## src/rtl/alu_result_packer.sv

```systemverilog
// -----------------------------------------------------------------------------
// alu_result_packer
//
// Buffers valid ALU results in a small FIFO and serialises each one into bytes,
// least-significant byte first, for the UART TX path. Lets back-to-back ALU
// results survive while the TX side is back-pressured.
//
// Optional build macro: ALU_PKT_HDR_EN
//   defined   : each packet is prefixed with a header byte {4'hA, ALU_FUN};
//               FIFO entries store {ALU_FUN, ALU_OUT}.
//   undefined : packet is the data bytes only; ALU_FUN is not stored.
//
// Ports:
//   clk        system clock, rising edge
//   RST        synchronous reset, active-high, highest priority
//   ALU_OUT    ALU result word (DATA_WIDTH bits)
//   ALU_FUN    ALU function code accompanying the result
//   OUT_VALID  result qualifier; one capture per cycle it is high
//   TX_READY   downstream accepts a byte this cycle
//   TX_DATA    byte currently offered downstream (registered)
//   TX_VALID   TX_DATA is valid (registered)
//   BUSY       FIFO non-empty or a packet in flight (registered)
//   OVERFLOW   sticky flag: a result was dropped
//   OVF_CLR    clears OVERFLOW (a same-cycle drop wins)
// -----------------------------------------------------------------------------
module alu_result_packer #(
    parameter int unsigned DATA_WIDTH = 16,
    parameter int unsigned DEPTH      = 2
) (
    input  logic                  clk,
    input  logic                  RST,
    input  logic [DATA_WIDTH-1:0] ALU_OUT,
    input  logic [3:0]            ALU_FUN,
    input  logic                  OUT_VALID,
    input  logic                  TX_READY,
    output logic [7:0]            TX_DATA,
    output logic                  TX_VALID,
    output logic                  BUSY,
    output logic                  OVERFLOW,
    input  logic                  OVF_CLR
);

    localparam int unsigned NBYTES  = DATA_WIDTH / 8;
`ifdef ALU_PKT_HDR_EN
    localparam int unsigned ENTRY_W = DATA_WIDTH + 4;
    localparam int unsigned PKT_LEN = NBYTES + 1;
`else
    localparam int unsigned ENTRY_W = DATA_WIDTH;
    localparam int unsigned PKT_LEN = NBYTES;
`endif
    localparam int unsigned IDX_W   = (PKT_LEN > 1) ? $clog2(PKT_LEN) : 1;
    localparam int unsigned PTR_W   = $clog2(DEPTH);
    localparam int unsigned CNT_W   = $clog2(DEPTH + 1);

    localparam logic [IDX_W-1:0] LAST_IDX = IDX_W'(PKT_LEN - 1);
    localparam logic [CNT_W-1:0] FULL_CNT = CNT_W'(DEPTH);

    typedef enum logic [0:0] {
        IDLE = 1'b0,
        SEND = 1'b1
    } state_t;

    // Storage and control state
    logic [ENTRY_W-1:0] mem [DEPTH];
    logic [PTR_W-1:0]   rd_ptr;
    logic [PTR_W-1:0]   wr_ptr;
    logic [CNT_W-1:0]   count;
    logic [IDX_W-1:0]   byte_idx;
    state_t             state;

    // Next-state values
    state_t             state_next;
    logic [IDX_W-1:0]   idx_next;
    logic [7:0]         tx_data_next;
    logic               tx_valid_next;
    logic [CNT_W-1:0]   count_next;

    logic [ENTRY_W-1:0] push_entry;
    logic [ENTRY_W-1:0] head_entry;
    logic [ENTRY_W-1:0] next_entry;
    logic               transfer;
    logic               last_byte;
    logic               pop;
    logic               push;
    logic               drop;

    // Byte 'idx' of a packet built from a stored entry
    function automatic logic [7:0] pick_byte(input logic [ENTRY_W-1:0] entry,
                                             input logic [IDX_W-1:0]   idx);
        logic [DATA_WIDTH-1:0] data;
        logic [7:0]            result;
        data = entry[DATA_WIDTH-1:0];
`ifdef ALU_PKT_HDR_EN
        if (idx == '0) begin
            result = {4'hA, entry[ENTRY_W-1 -: 4]};
        end else begin
            result = 8'(data >> (32'(idx) * 8 - 8));
        end
`else
        result = 8'(data >> (32'(idx) * 8));
`endif
        return result;
    endfunction

    // Pointer advance, modulo DEPTH
    function automatic logic [PTR_W-1:0] ptr_inc(input logic [PTR_W-1:0] p);
        return (p == PTR_W'(DEPTH - 1)) ? '0 : p + PTR_W'(1);
    endfunction

`ifdef ALU_PKT_HDR_EN
    assign push_entry = {ALU_FUN, ALU_OUT};
`else
    logic unused_fun;
    assign unused_fun = ^ALU_FUN;
    assign push_entry = ALU_OUT;
`endif

    assign head_entry = mem[rd_ptr];
    assign next_entry = mem[ptr_inc(rd_ptr)];

    // Handshake and FIFO push/pop qualification
    assign transfer  = TX_VALID & TX_READY;
    assign last_byte = (byte_idx == LAST_IDX);
    assign pop       = transfer & last_byte;
    assign push      = OUT_VALID & ((count < FULL_CNT) | pop);
    assign drop      = OUT_VALID & ~push;

    // Occupancy update; simultaneous push and pop leave it unchanged
    always_comb begin
        count_next = count;
        if (push && !pop) begin
            count_next = count + CNT_W'(1);
        end else if (pop && !push) begin
            count_next = count - CNT_W'(1);
        end
    end

    // Serialiser FSM: next state and next registered TX outputs
    always_comb begin
        state_next    = state;
        idx_next      = byte_idx;
        tx_data_next  = TX_DATA;
        tx_valid_next = TX_VALID;
        case (state)
            IDLE: begin
                tx_valid_next = 1'b0;
                if (count != '0) begin
                    state_next    = SEND;
                    idx_next      = '0;
                    tx_data_next  = pick_byte(head_entry, '0);
                    tx_valid_next = 1'b1;
                end
            end
            SEND: begin
                tx_valid_next = 1'b1;
                if (transfer) begin
                    if (!last_byte) begin
                        idx_next     = byte_idx + IDX_W'(1);
                        tx_data_next = pick_byte(head_entry, byte_idx + IDX_W'(1));
                    end else begin
                        idx_next = '0;
                        // Keep streaming from the following entry; if the only
                        // remaining entry is the one arriving now, take it
                        // straight from the inputs.
                        if (count > CNT_W'(1)) begin
                            tx_data_next = pick_byte(next_entry, '0);
                        end else if (push) begin
                            tx_data_next = pick_byte(push_entry, '0);
                        end else begin
                            state_next    = IDLE;
                            tx_valid_next = 1'b0;
                        end
                    end
                end
            end
            default: begin
                state_next    = IDLE;
                idx_next      = '0;
                tx_valid_next = 1'b0;
            end
        endcase
    end

    // State, pointers, counters and registered outputs
    always_ff @(posedge clk) begin
        if (RST) begin
            state    <= IDLE;
            byte_idx <= '0;
            rd_ptr   <= '0;
            wr_ptr   <= '0;
            count    <= '0;
            TX_DATA  <= '0;
            TX_VALID <= 1'b0;
            BUSY     <= 1'b0;
            OVERFLOW <= 1'b0;
        end else begin
            state    <= state_next;
            byte_idx <= idx_next;
            TX_DATA  <= tx_data_next;
            TX_VALID <= tx_valid_next;
            count    <= count_next;
            BUSY     <= (count_next != '0) | tx_valid_next;
            if (push) begin
                wr_ptr <= ptr_inc(wr_ptr);
            end
            if (pop) begin
                rd_ptr <= ptr_inc(rd_ptr);
            end
            if (drop) begin
                OVERFLOW <= 1'b1;
            end else if (OVF_CLR) begin
                OVERFLOW <= 1'b0;
            end
        end
    end

    // FIFO storage write; contents need no reset because pointers do
    always_ff @(posedge clk) begin
        if (!RST && push) begin
            mem[wr_ptr] <= push_entry;
        end
    end

endmodule
```

## config.mk

```make
export PLATFORM = sky130hd
export DESIGN_NAME = alu_result_packer
export DESIGN_NICKNAME = d
export VERILOG_FILES = /design/src/rtl/alu_result_packer.sv
export SDC_FILE = /design/constraint.sdc
export NUM_CORES = 1
export LEC_CHECK = 0
export BUFFER_PORTS_ARGS = -buffer_cell sky130_fd_sc_hd__buf_2
export CORE_MARGIN = 5
export CORE_UTILIZATION = 30
export DETAILED_ROUTE_END_ITERATION = 16
export PLACE_DENSITY = 0.48
export SLEW_MARGIN = 15
export SYNTH_ARGS = -nofsm -noshare
export SYNTH_HDL_FRONTEND = slang
export SYNTH_SLANG_ARGS = --single-unit
```

## constraint.sdc

```tcl
create_clock -name clk -period 3.2 [get_ports clk]
set_input_delay 0.48 -clock clk [delete_from_list [all_inputs] [get_ports clk]]
set_output_delay 0.48 -clock clk [all_outputs]
set_load 0.02 [all_outputs]
```

# Yosys cells after proc, flatten, opt, wreduce, memory -nomap -nowiden
# Memories as Yosys holds them, arrays and structs flattened. A register that Yosys moved wholly into a read port is not among the register bits.
# Index checks and enable logic that the tools add are counted.
# classes
n_addsub,5
n_lt_le_gt_ge,2
n_eq_ne,3
n_shift,1
mux,26
n_bitwise,8
reduce_logical,11
# op_table
op,count
8-bit two-way mux,5
1-bit two-way mux,16
8-bit one-hot mux with 2 select lines,1
16-bit by 4-bit >> shifter with 8-bit output,1
2-bit nonzero test,3
1-bit bitwise AND,4
2-bit two-way mux,2
4-bit by 2-bit inequality test with 1-bit output (second input constant),1
1-bit one-hot mux with 2 select lines,2
1-bit adder (second input constant),3
1-bit logical AND,3
1-bit zero test,3
3-bit AND reduction,1
2-bit by 1-bit adder with 2-bit output (second input constant),1
2-bit by 1-bit greater-than comparator with 1-bit output (second input constant),1
2-bit < comparator (second input constant),1
2-bit by 1-bit inequality test with 1-bit output (second input constant),1
2-bit inequality test (second input constant),1
1-bit inverter,2
1-bit bitwise OR,2
2-bit AND reduction,1
2-bit by 1-bit subtractor with 2-bit output (second input constant),1
# totals
ff_bits,16
mem_bits_rw,32
input_bits,25
output_inout_bits,11
word_cells,65
memories,1
# memory_table
memory,words,width,read_ports,rd_clocked_by_memory_dff,wr,line,source
mem,2,16,2,1,1,64,logic [ENTRY_W-1:0] mem [DEPTH];

# Depth between registers and ports, before layout
# Gate-level depths: netlist of run 1.
# depth
depth_word,10
mapped_depth,8
depth_no_buf,6

# Worst setup path before layout of run 1
# Ideal clock, no wire load.
# synth_timing
path_type,register to register
startpoint,"reg, netlist name state"
endpoint,"mem mem[1][0] (netlist name), enable pin"
setup_ns,0.413
arrival_ns,2.175
required_time_ns,2.787
path_slack_ns,0.612
path_stages_with_launch,4
path_buffers,0
period_less_slack_ns,2.588
path_cell_list,dfxtp_1 -> and3_1 -> o21ai_0 -> nor3b_1
# synth_lines
element,line
"end, declared",64

==> impl_metrics.py, run 1 <==
metrics = {
    "floorplan": {
        "die-width_um": 95.3,
        "die_h_um": 95.3,
        "num_io_pins": 36,
        "fp.coreArea_um2": 7180,
        "num_rows": 31,
        "start_util": 0.304,
        "dieArea_um2": 9070,
    },
    "clock_tree": {
        "insertion_delay_ps": 300,
        "root_buffer": "clkbuf_8",
        "clkSinkCount": 49,
        "path_clk_slew_ps": 90,
        "max-clock-path-buffers": 2,
        "hold_buffers": 0,
        "cts_tree": "done",
        "cts-htree-levels": 2,
        "cts_setup_buffers": 0,
        "cts_buffers": 5,
        "post_cts_resized": 0,
    },
    "worst_setup_path": {
        "worst-path-buf-inv": 2,
        "crit_end": "mem[1][6]",
        "critPathCaptureType": "flip-flop",
        "critPathTopFamily": "buffers and inverters",
        "critPathMaxStageDelay_ps": 520,
        "r2r-start": "state",
        "critPathKind": "flip-flop to flip-flop",
        "cp_num_cells": 5,
        "cp_slowest_cell": "dfxtp_1",
        "rr_worst_depth": 5,
        "cp.required_ps": 3190,
        "critPathArrivalTime_ps": 2040,
        "path_cells": "buf_4 -> and3_1 -> o21ai_0 -> nor3b_2 -> buf_4",
        "crit_path_start": "state",
        "cp_common_cell": "buf_4",
        "r2r-end": "mem[1][6]",
        "r2r_setup_slack_ps": 1140,
        "worstSetupStartpointType": "flip-flop",
        "crit_fanout": 16,
    },
    "sta": {
        "hold_violations": 0,
        "grt_setup_unrepaired": "no",
        "fin_setup_tns_ps": 0,
        "post-route-period-util": 0.642,
        "final.setup.worst_slack_ps": 1140,
        "drv_slew": 0,
        "fin_crit_ps": 2060,
        "clock_skew_ps": 9.62,
        "fmax_mhz": 487,
        "setup_viol": 0,
        "max_slew_margin": 0.603,
        "tightestPinTransition_ps": 590,
    },
    "detailed_routing": {
        "wl_per_cell_um": 15.4,
        "ant_nets": 0,
        "drc": 0,
        "drt_iter0_drc": 45,
        "highest_layer": "met4",
        "via_count": 1420,
        "routed_wl_um": 4580,
        "wl_met3_um": 224,
        "dr.pass1.iters": 4,
        "wl_met1_um": 2100,
        "routed_via_density": 4.77,
        "wl_met2_um": 2220,
    },
    "logic_synthesis": {
        "synthXorXnorAreaFrac": 0.00803,
        "syn_nets": 195,
        "synth_fa_ha_area_frac": 0.0115,
        "ys_top_cells_by_area": "edfxtp_1 (44%), dfxtp_1 (16%), mux2i_1 (7.8%)",
        "synthFlopType": "edfxtp_1",
        "synthCells": 168,
        "yosysMostFrequentCell": "edfxtp_1",
        "ys_warn_count": 0,
        "yosys.area_share.simple": 0.0981,
        "async_reset_ff_frac": 0,
        "synth-edff-count": 32,
        "syn_area_um2": 2180,
        "synth.mux.area_fraction": 0.0849,
        "yosysTopAreaCellShare": 0.441,
        "synth_compound_area_frac": 0.156,
        "synth_top_area_cell": "edfxtp_1",
        "seq_area_frac_synth": 0.597,
        "synth.distinct_cells": 43,
        "avgSynthCellArea_um2": 13.0,
        "synth_seq_cells": 49,
        "synth_common_cells": "edfxtp_1 (32), dfxtp_1 (17), mux2i_1 (17)",
        "synth_top_family_by_area": "compound AO/OA/AOI/OAI gates",
    },
    "placement": {
        "globalplace.congestion": 0.688,
        "port_buffers": 31,
        "postPlaceCellArea_um2": 2420,
        "place_ws_ps": 1150,
        "dpl.hpwl_um": 3070,
    },
    "power": {
        "cellLeakagePower_nw": 0.903,
        "power.density_nw_per_um2": 597,
        "ir_worst_vdd_v": 0.000226,
    },
    "final_layout": {
        "antenna_cells": 0,
        "fin_nets": 226,
        "area_delta_synth_final_pct": 15.1,
        "design_area_um2": 2510,
        "drive_gt1_frac": 0.251,
        "utilization": 0.350,
    },
    "outcome": {
        "run_status": "completed",
    },
    "hold_path": {
        "hold_path.class": "primary input to flip-flop",
    },
    "global_route": {
        "grt_pass1_vias": 1394,
        "grt_overflow": 0,
        "grtUsageTotal": 0.107,
        "grt_max_degree": 23,
        "grt_pass1_wl_um": 7240,
        "antenna_found_initial": 0,
    },
    "run": {
        "max-cap-violations": 0,
    },
}
==> state kept, by name, summed over array words and instances (netlist names), named ones only <==
name and flops:
OVERFLOW 1, mem 32, TX_DATA 8, count 2
BUSY 1, wr_ptr 1, state 1, rd_ptr 1
byte_idx 1
==> how the worst min path moves through the flow <==
stage / to / depth (start not counted) / slack, ps / start
global placement: TX_DATA[4] / 1 / 450 / TX_DATA[4]
floorplan: wr_ptr / 2 / 490 / wr_ptr
global route: mem[1][13] / 1 / 340 / ALU_OUT[13]
finish: mem[1][8] / 1 / 360 / ALU_OUT[8]
detailed placement: TX_DATA[4] / 1 / 460 / TX_DATA[4]
CTS: mem[1][8] / 1 / 350 / ALU_OUT[8]
==> power breakdown <==
| part | total [W] | internal [W] | switching [W] | leakage (nW) |
|---|---|---|---|---|
| logic | 0.000345 | 0.000141 | 0.000204 | 0.430 |
| registers | 0.000793 | 0.000749 | 0.0000440 | 0.433 |
| clock network | 0.000360 | 0.000151 | 0.000209 | 0.0402 |
| total | 0.00150 | 0.00104 | 0.000457 | 0.903 |
==> worst reg2reg max path, stage by stage (launching register included) <==
cell and delay [ps]:
dfxtp_1 520, buf_4 300, and3_1 220, o21ai_0 210
nor3b_2 210, buf_4 290
==> metrics by stage <==
| step | cells | hold WS (ps) | power [W] |
|---|---|---|---|
| floorplan | 168 | 494 | 0.00105 |
| global placement | 291 | 453 | 0.00116 |
| detailed placement | 291 | 464 | 0.00116 |
| CTS | 298 | 347 | 0.00152 |
| global route | 298 | 337 | 0.00158 |
| finish | 298 | 357 | 0.00150 |
==> cell usage in the layout (no fill, tap or decap), types with 3 or more instances in the layout <==
cell and count:
a211oi_1 3, mux2i_1 17, a32o_1 6, a211o_1 6, nand2b_1 3, a31oi_1 3, inv_1 4, a311o_1 6
dfxtp_1 17, nor2_1 13, edfxtp_1 32, nor2b_1 8, buf_2 31, buf_4 5, o21ai_0 6, clkbuf_8 5
==> layout make-up <==
cell class | instances | area, um2
Fill cell | 721 | 4670
Multi-Input combinational cell | 103 | 792
Tap cell | 99 | 124
Sequential cell | 49 | 1300
Timing Repair Buffer | 36 | 193
Clock inverter | 2 | 16.3
Inverter | 4 | 15.0
Clock buffer | 5 | 68.8
==> per-layer routing <==
layer / vias up / GRT usage
li1: 706 / -
met5: - / 0
met2: 32 / 0.174
met4: 0 / 0.0361
met3: 5 / 0.0300
met1: 677 / 0.138
==> cell families (layout without fill, tap and decap cells) <==
kind of cell | Yosys count | in the layout
buffers and inverters | 16 | 47
XOR/XNOR | 2 | 2
flip-flops | 49 | 49
multiplexers | 18 | 18
AO/OA/AOI/OAI | 42 | 42
adder cells (fa/ha/maj) | 2 | 2
AND/OR/NAND/NOR | 39 | 39
Power figures use the tool's default switching activity.
==> run 2: changes to the inputs <==
- ABC_AREA: not set -> 1
- PLACE_DENSITY: 0.48 -> 0.49
- clock period: 3.2 -> 1.69 ns (I/O delays scaled with it)
==> impl_metrics.py, run 2 <==
metrics = {
    "sta": {
        "fin_crit_ps": 1540,
        "setup_viol": 0,
        "tightestPinTransition_ps": 291,
        "hold_violations": 0,
        "final.setup.worst_slack_ps": 154,
        "post-route-period-util": 0.909,
        "fmax_mhz": 651,
        "max_slew_margin": 0.805,
        "drv_slew": 0,
        "grt_setup_unrepaired": "no",
        "clock_skew_ps": 15.2,
        "fin_setup_tns_ps": 0,
    },
    "final_layout": {
        "layout_common_cells": "nand2_1 (104), edfxtp_1 (32), buf_2 (31)",
        "top_regs": "mem: 32 flops, TX_DATA: 8 flops, count: 2 flops",
        "utilization": 0.369,
        "fillers": 839,
        "top_register": "mem",
        "final_common_cell": "nand2_1",
        "multi_input_area_um2": 942,
        "fin_nets": 346,
        "largest_reg_flops": 32,
        "fin_cells": 422,
        "final-seq-area_um2": 1300,
        "antenna_cells": 0,
        "drive_gt1_frac": 0.259,
        "area_delta_synth_final_pct": 19.4,
        "design_area_um2": 2870,
    },
    "placement": {
        "globalplace.congestion": 0.747,
        "port_buffers": 31,
        "postPlaceCellArea_um2": 2750,
        "place_inst": 414,
        "place_ws_ps": 136,
        "dpl.hpwl_um": 3570,
    },
    "floorplan": {
        "fp.coreArea_um2": 7770,
        "num_io_pins": 36,
        "die-width_um": 99.4,
        "start_util": 0.309,
        "num_rows": 32,
        "dieArea_um2": 9890,
        "die_h_um": 99.4,
    },
    "logic_synthesis": {
        "syn_nets": 307,
        "ys_warn_count": 0,
        "async_reset_ff_frac": 0,
        "synth_top_area_cell": "edfxtp_1",
        "synth-edff-count": 32,
        "synth_fa_ha_area_frac": 0.0104,
        "synth_common_cells": "nand2_1 (104), edfxtp_1 (32), inv_1 (29)",
        "syn_area_um2": 2400,
        "synthFlopType": "edfxtp_1",
        "synth_compound_area_frac": 0.0537,
        "synth.distinct_cells": 28,
        "ys_top_cells_by_area": "edfxtp_1 (40%), nand2_1 (16%), dfxtp_1 (14%)",
        "synthCells": 280,
        "synth_top_family_by_area": "simple AND/OR/NAND/NOR gates",
        "synth_seq_cells": 49,
        "yosys.area_share.simple": 0.312,
        "synth.mux.area_fraction": 0,
        "avgSynthCellArea_um2": 8.57,
        "synthXorXnorAreaFrac": 0.00365,
        "seq_area_frac_synth": 0.542,
        "yosysTopAreaCellShare": 0.400,
        "yosysMostFrequentCell": "nand2_1",
    },
    "worst_setup_path": {
        "r2r-start": "byte_idx",
        "critPathArrivalTime_ps": 1540,
        "worstSetupStartpointType": "flip-flop",
        "crit_fanout": 16,
        "critPathCaptureType": "flip-flop",
        "crit_path_start": "byte_idx",
        "cp.required_ps": 1700,
        "critPathKind": "flip-flop to flip-flop",
    },
    "detailed_routing": {
        "routed_via_density": 4.25,
        "drc": 0,
        "routed_wl_um": 5170,
        "dr.pass1.iters": 4,
        "wl_per_cell_um": 12.2,
        "drt_iter0_drc": 119,
        "ant_nets": 0,
        "via_count": 1794,
    },
    "clock_tree": {
        "max-clock-path-buffers": 2,
        "root_buffer": "clkbuf_8",
        "cts-htree-levels": 2,
        "hold_buffers": 0,
        "cts_tree": "done",
        "insertion_delay_ps": 300,
        "clkSinkCount": 49,
        "path_clk_slew_ps": 100,
        "cts_buffers": 5,
    },
    "global_route": {
        "grt_max_degree": 20,
        "grt_pass1_vias": 1718,
        "grt_pass1_wl_um": 8490,
        "antenna_found_initial": 0,
        "grt_overflow": 0,
        "grtUsageTotal": 0.110,
    },
    "power": {
        "cellLeakagePower_nw": 1.29,
        "ir_worst_vdd_v": 0.000352,
        "power.density_nw_per_um2": 1140,
    },
    "hold_path": {
        "hold_path.class": "primary input to flip-flop",
        "hold_path_startpoint": "ALU_OUT[13]",
    },
    "outcome": {
        "run_status": "completed",
    },
    "run": {
        "max-cap-violations": 0,
    },
}
-- run 2: changes by cell type after synthesis, sizes merged, moves of 8 or more --
cell | previous run | this run
mux2i | 17 | 0
nand2 | 2 | 118
nand3 | 3 | 23
nor2 | 13 | 24
inv | 4 | 31
nor2b | 8 | 0
-- run 2: kinds of logic (layout without fill, tap and decap cells) --
| group | after synthesis | after routing |
|---|---|---|
| buffers and inverters | 41 | 81 |
| XOR/XNOR | 1 | 1 |
| adder cells (fa/ha/maj) | 2 | 2 |
| AO/OA/AOI/OAI | 19 | 19 |
| flip-flops | 49 | 49 |
| AND/OR/NAND/NOR | 168 | 168 |
-- run 2: cell type report --
class | instances | share of cell area
Multi-Input combinational cell | 190 | 0.329
Tap cell | 102 | 0.0445
Inverter | 32 | 0.0428
Timing Repair Buffer | 41 | 0.0890
Clock inverter | 3 | 0.0162
Clock buffer | 5 | 0.0240
Sequential cell | 49 | 0.455
-- run 2: final timing paths --
kind	slack, ps	to	cells past startpoint
setup / recovery	150	mem[1][6]	5
hold / removal	130	mem[0][13]	1
setup reg to reg	150	mem[1][6]	5
hold reg to reg	470	OVERFLOW	2
-- run 2: what timing repair did --
action,4_1_cts,5_1_grt
gates resized for setup,0,3
buffers inserted,0,0
setup endpoints to repair,0,7
-- run 2: through the flow --
step | hold WS (ps) | total power [W]
finish | 133 | 0.00327
global route | 115 | 0.00350
CTS | 121 | 0.00331
detailed placement | 446 | 0.00245
global placement | 442 | 0.00244
floorplan | 323 | 0.00221
-- run 2: worst max-delay path: stages (launching register included) --
cell	delay, ps
dfxtp_1	460
nand3_4	170
nand2_2	130
nand2_4	80
nor3_4	200
buf_12	180
-- run 2: where the power goes --
part / switching [W] / leakage (nW) / internal (W)
clock network: 0.000408 / 0.0543 / 0.000443
registers: 0.0000673 / 0.434 / 0.00142
logic: 0.000596 / 0.797 / 0.000335
total: 0.00107 / 1.29 / 0.00220
-- run 2: routing by layer --
metal / GRT usage / up-vias / wire (um)
li1: - / 960 / -
met1: 0.146 / 785 / 2520
met2: 0.174 / 45 / 2330
met3: 0.0288 / 4 / 258
met4: 0.0389 / 0 / 59
met5: 0 / - / 0
==> run 3: changes to the inputs <==
- CORE_UTILIZATION: 30 -> 40
- PLACE_DENSITY: 0.49 -> 0.62
==> impl_metrics.py, run 3 (same netlist as run 2, synthesis figures left out) <==
metrics = {
    "outcome": {
        "run_status": "completed",
    },
    "detailed_routing": {
        "ant_nets": 0,
        "wl_met3_um": 255,
        "wl_per_cell_um": 11.7,
        "wl_met2_um": 2100,
        "drt_iter0_drc": 87,
        "drc": 0,
        "routed_via_density": 4.55,
        "routed_wl_um": 4600,
        "dr.pass1.iters": 4,
        "wl_met1_um": 2160,
        "highest_layer": "met4",
        "via_count": 1794,
    },
    "clock_tree": {
        "max-clock-path-buffers": 2,
        "post_cts_resized": 0,
        "insertion_delay_ps": 310,
        "hold_buffers": 0,
        "cts_setup_buffers": 0,
        "path_clk_slew_ps": 100,
        "cts_buffers": 5,
        "cts_tree": "done",
        "root_buffer": "clkbuf_8",
        "clkSinkCount": 49,
        "cts-htree-levels": 2,
    },
    "global_route": {
        "grt_pass1_wl_um": 7690,
        "grt_pass1_vias": 1681,
        "grt_max_degree": 20,
        "antenna_found_initial": 0,
        "grtUsageTotal": 0.133,
        "grt_overflow": 0,
    },
    "sta": {
        "setup_viol": 0,
        "hold_violations": 0,
        "tightestPinTransition_ps": 252,
        "fmax_mhz": 650,
        "max_slew_margin": 0.831,
        "fin_crit_ps": 1540,
        "clock_skew_ps": 10.5,
        "post-route-period-util": 0.910,
        "fin_setup_tns_ps": 0,
        "drv_slew": 0,
    },
    "power": {
        "swShare": 0.344,
        "ir_worst_vdd_v": 0.000619,
        "power_switching_w": 0.00108,
        "power.density_nw_per_um2": 1120,
        "internal_power_w": 0.00206,
        "finalPower_w": 0.00314,
        "cellLeakagePower_nw": 1.28,
        "p_seq_frac": 0.474,
        "clock_power_share": 0.235,
        "p_comb_frac": 0.290,
    },
    "worst_setup_path": {
        "worstSetupStartpointType": "flip-flop",
        "critPathTopFamily": "simple AND/OR/NAND/NOR gates",
        "path_cells": "inv_1 -> ha_1 -> inv_2 -> nand2_4 -> nor2_4 -> nand2_1 -> nand2_1 -> o21bai_1 -> nand2_2 -> nand2_2 -> nor2_2",
        "critPathMaxStageDelay_ps": 340,
        "cp_slowest_cell": "dfxtp_2",
        "worst-path-buf-inv": 2,
        "critPathCaptureType": "flip-flop",
        "r2r_setup_slack_ps": 150,
        "critPathKind": "flip-flop to flip-flop",
        "cp.required_ps": 1940,
        "crit_fanout": 8,
        "critPathArrivalTime_ps": 1790,
    },
    "final_layout": {
        "fin_nets": 345,
        "design_area_um2": 2810,
        "top_regs": "mem: 32 flops, TX_DATA: 8 flops, count: 2 flops",
        "top_register": "mem",
        "largest_reg_flops": 32,
        "antenna_cells": 0,
        "fillers": 590,
        "drive_gt1_frac": 0.260,
        "area_delta_synth_final_pct": 17.1,
        "final_common_cell": "nand2_1",
        "layout_common_cells": "nand2_1 (103), edfxtp_1 (32), buf_2 (31)",
    },
    "floorplan": {
        "start_util": 0.408,
        "die_h_um": 87.5,
        "dieArea_um2": 7650,
        "num_io_pins": 36,
        "num_rows": 28,
        "die-width_um": 87.5,
        "fp.coreArea_um2": 5890,
    },
    "run": {
        "max-cap-violations": 0,
    },
    "placement": {
        "dpl.hpwl_um": 3270,
        "postPlaceCellArea_um2": 2700,
        "port_buffers": 31,
        "globalplace.congestion": 0.795,
    },
    "hold_path": {
        "hold_path.class": "primary input to flip-flop",
    },
}
## run 3: cell count changes in the layout (fill, tap and decap cells not counted), sizes merged
cell	delta
inv	+2
bufinv	-1
clkinvlp	-1
buf	-1
## run 3: cell type report
cell class	count	area, um2	area share
inverter	32	123	0.0436
multi-input combinational	190	945	0.336
clock buffer	5	68.8	0.0245
timing repair buffer	40	248	0.0882
clock inverter	3	28.8	0.0102
sequential	49	1300	0.464
tap	75	93.8	0.0334
## run 3: worst paths after layout
| path | end | from | depth (start not counted) |
|---|---|---|---|
| worst min register to register | wr_ptr | wr_ptr | 2 |
| worst max-delay path | TX_DATA[2] | count[1] | 11 |
| worst min-delay path | mem[1][10] | ALU_OUT[10] | 1 |
| worst max register to register | TX_DATA[2] | count[1] | 11 |
## run 3: stage by stage
step	cells	util	worst slack (ps)	hold slack (ps)
after floorplan	280	-	21.4	323
after global placement	386	0.459	112	442
after detailed placement	386	0.459	89.1	444
after CTS	394	0.476	32.6	118
after global routing	394	0.477	-0.955	113
final	394	0.477	152	128
## run 3: power by group through the flow
| stage | sequential, W | combinational [W] | clock (W) |
|---|---|---|---|
| finish | 0.00149 | 0.000911 | 0.000739 |
| CTS | 0.00149 | 0.000918 | 0.000762 |
| floorplan | 0.00161 | 0.000596 | 0 |
| global placement | 0.00151 | 0.000905 | 0 |
| global route | 0.00151 | 0.00103 | 0.000804 |
| detailed placement | 0.00151 | 0.000914 | 0 |
## run 3: routing by layer
| metal | global-route usage | vias up |
|---|---|---|
| li1 | - | 963 |
| met3 | 0.0331 | 5 |
| met1 | 0.174 | 783 |
| met4 | 0.0502 | 0 |
| met5 | 0 | - |
| met2 | 0.211 | 43 |
## run 3: worst reg2reg max path: cells and delay by family, from the launching register on
| family | cells | cell delay, ps |
|---|---|---|
| simple gates | 7 | 700 |
| compound gates | 1 | 90 |
| flops | 1 | 340 |
| buf+inv | 2 | 170 |
| fa+ha+maj | 1 | 190 |
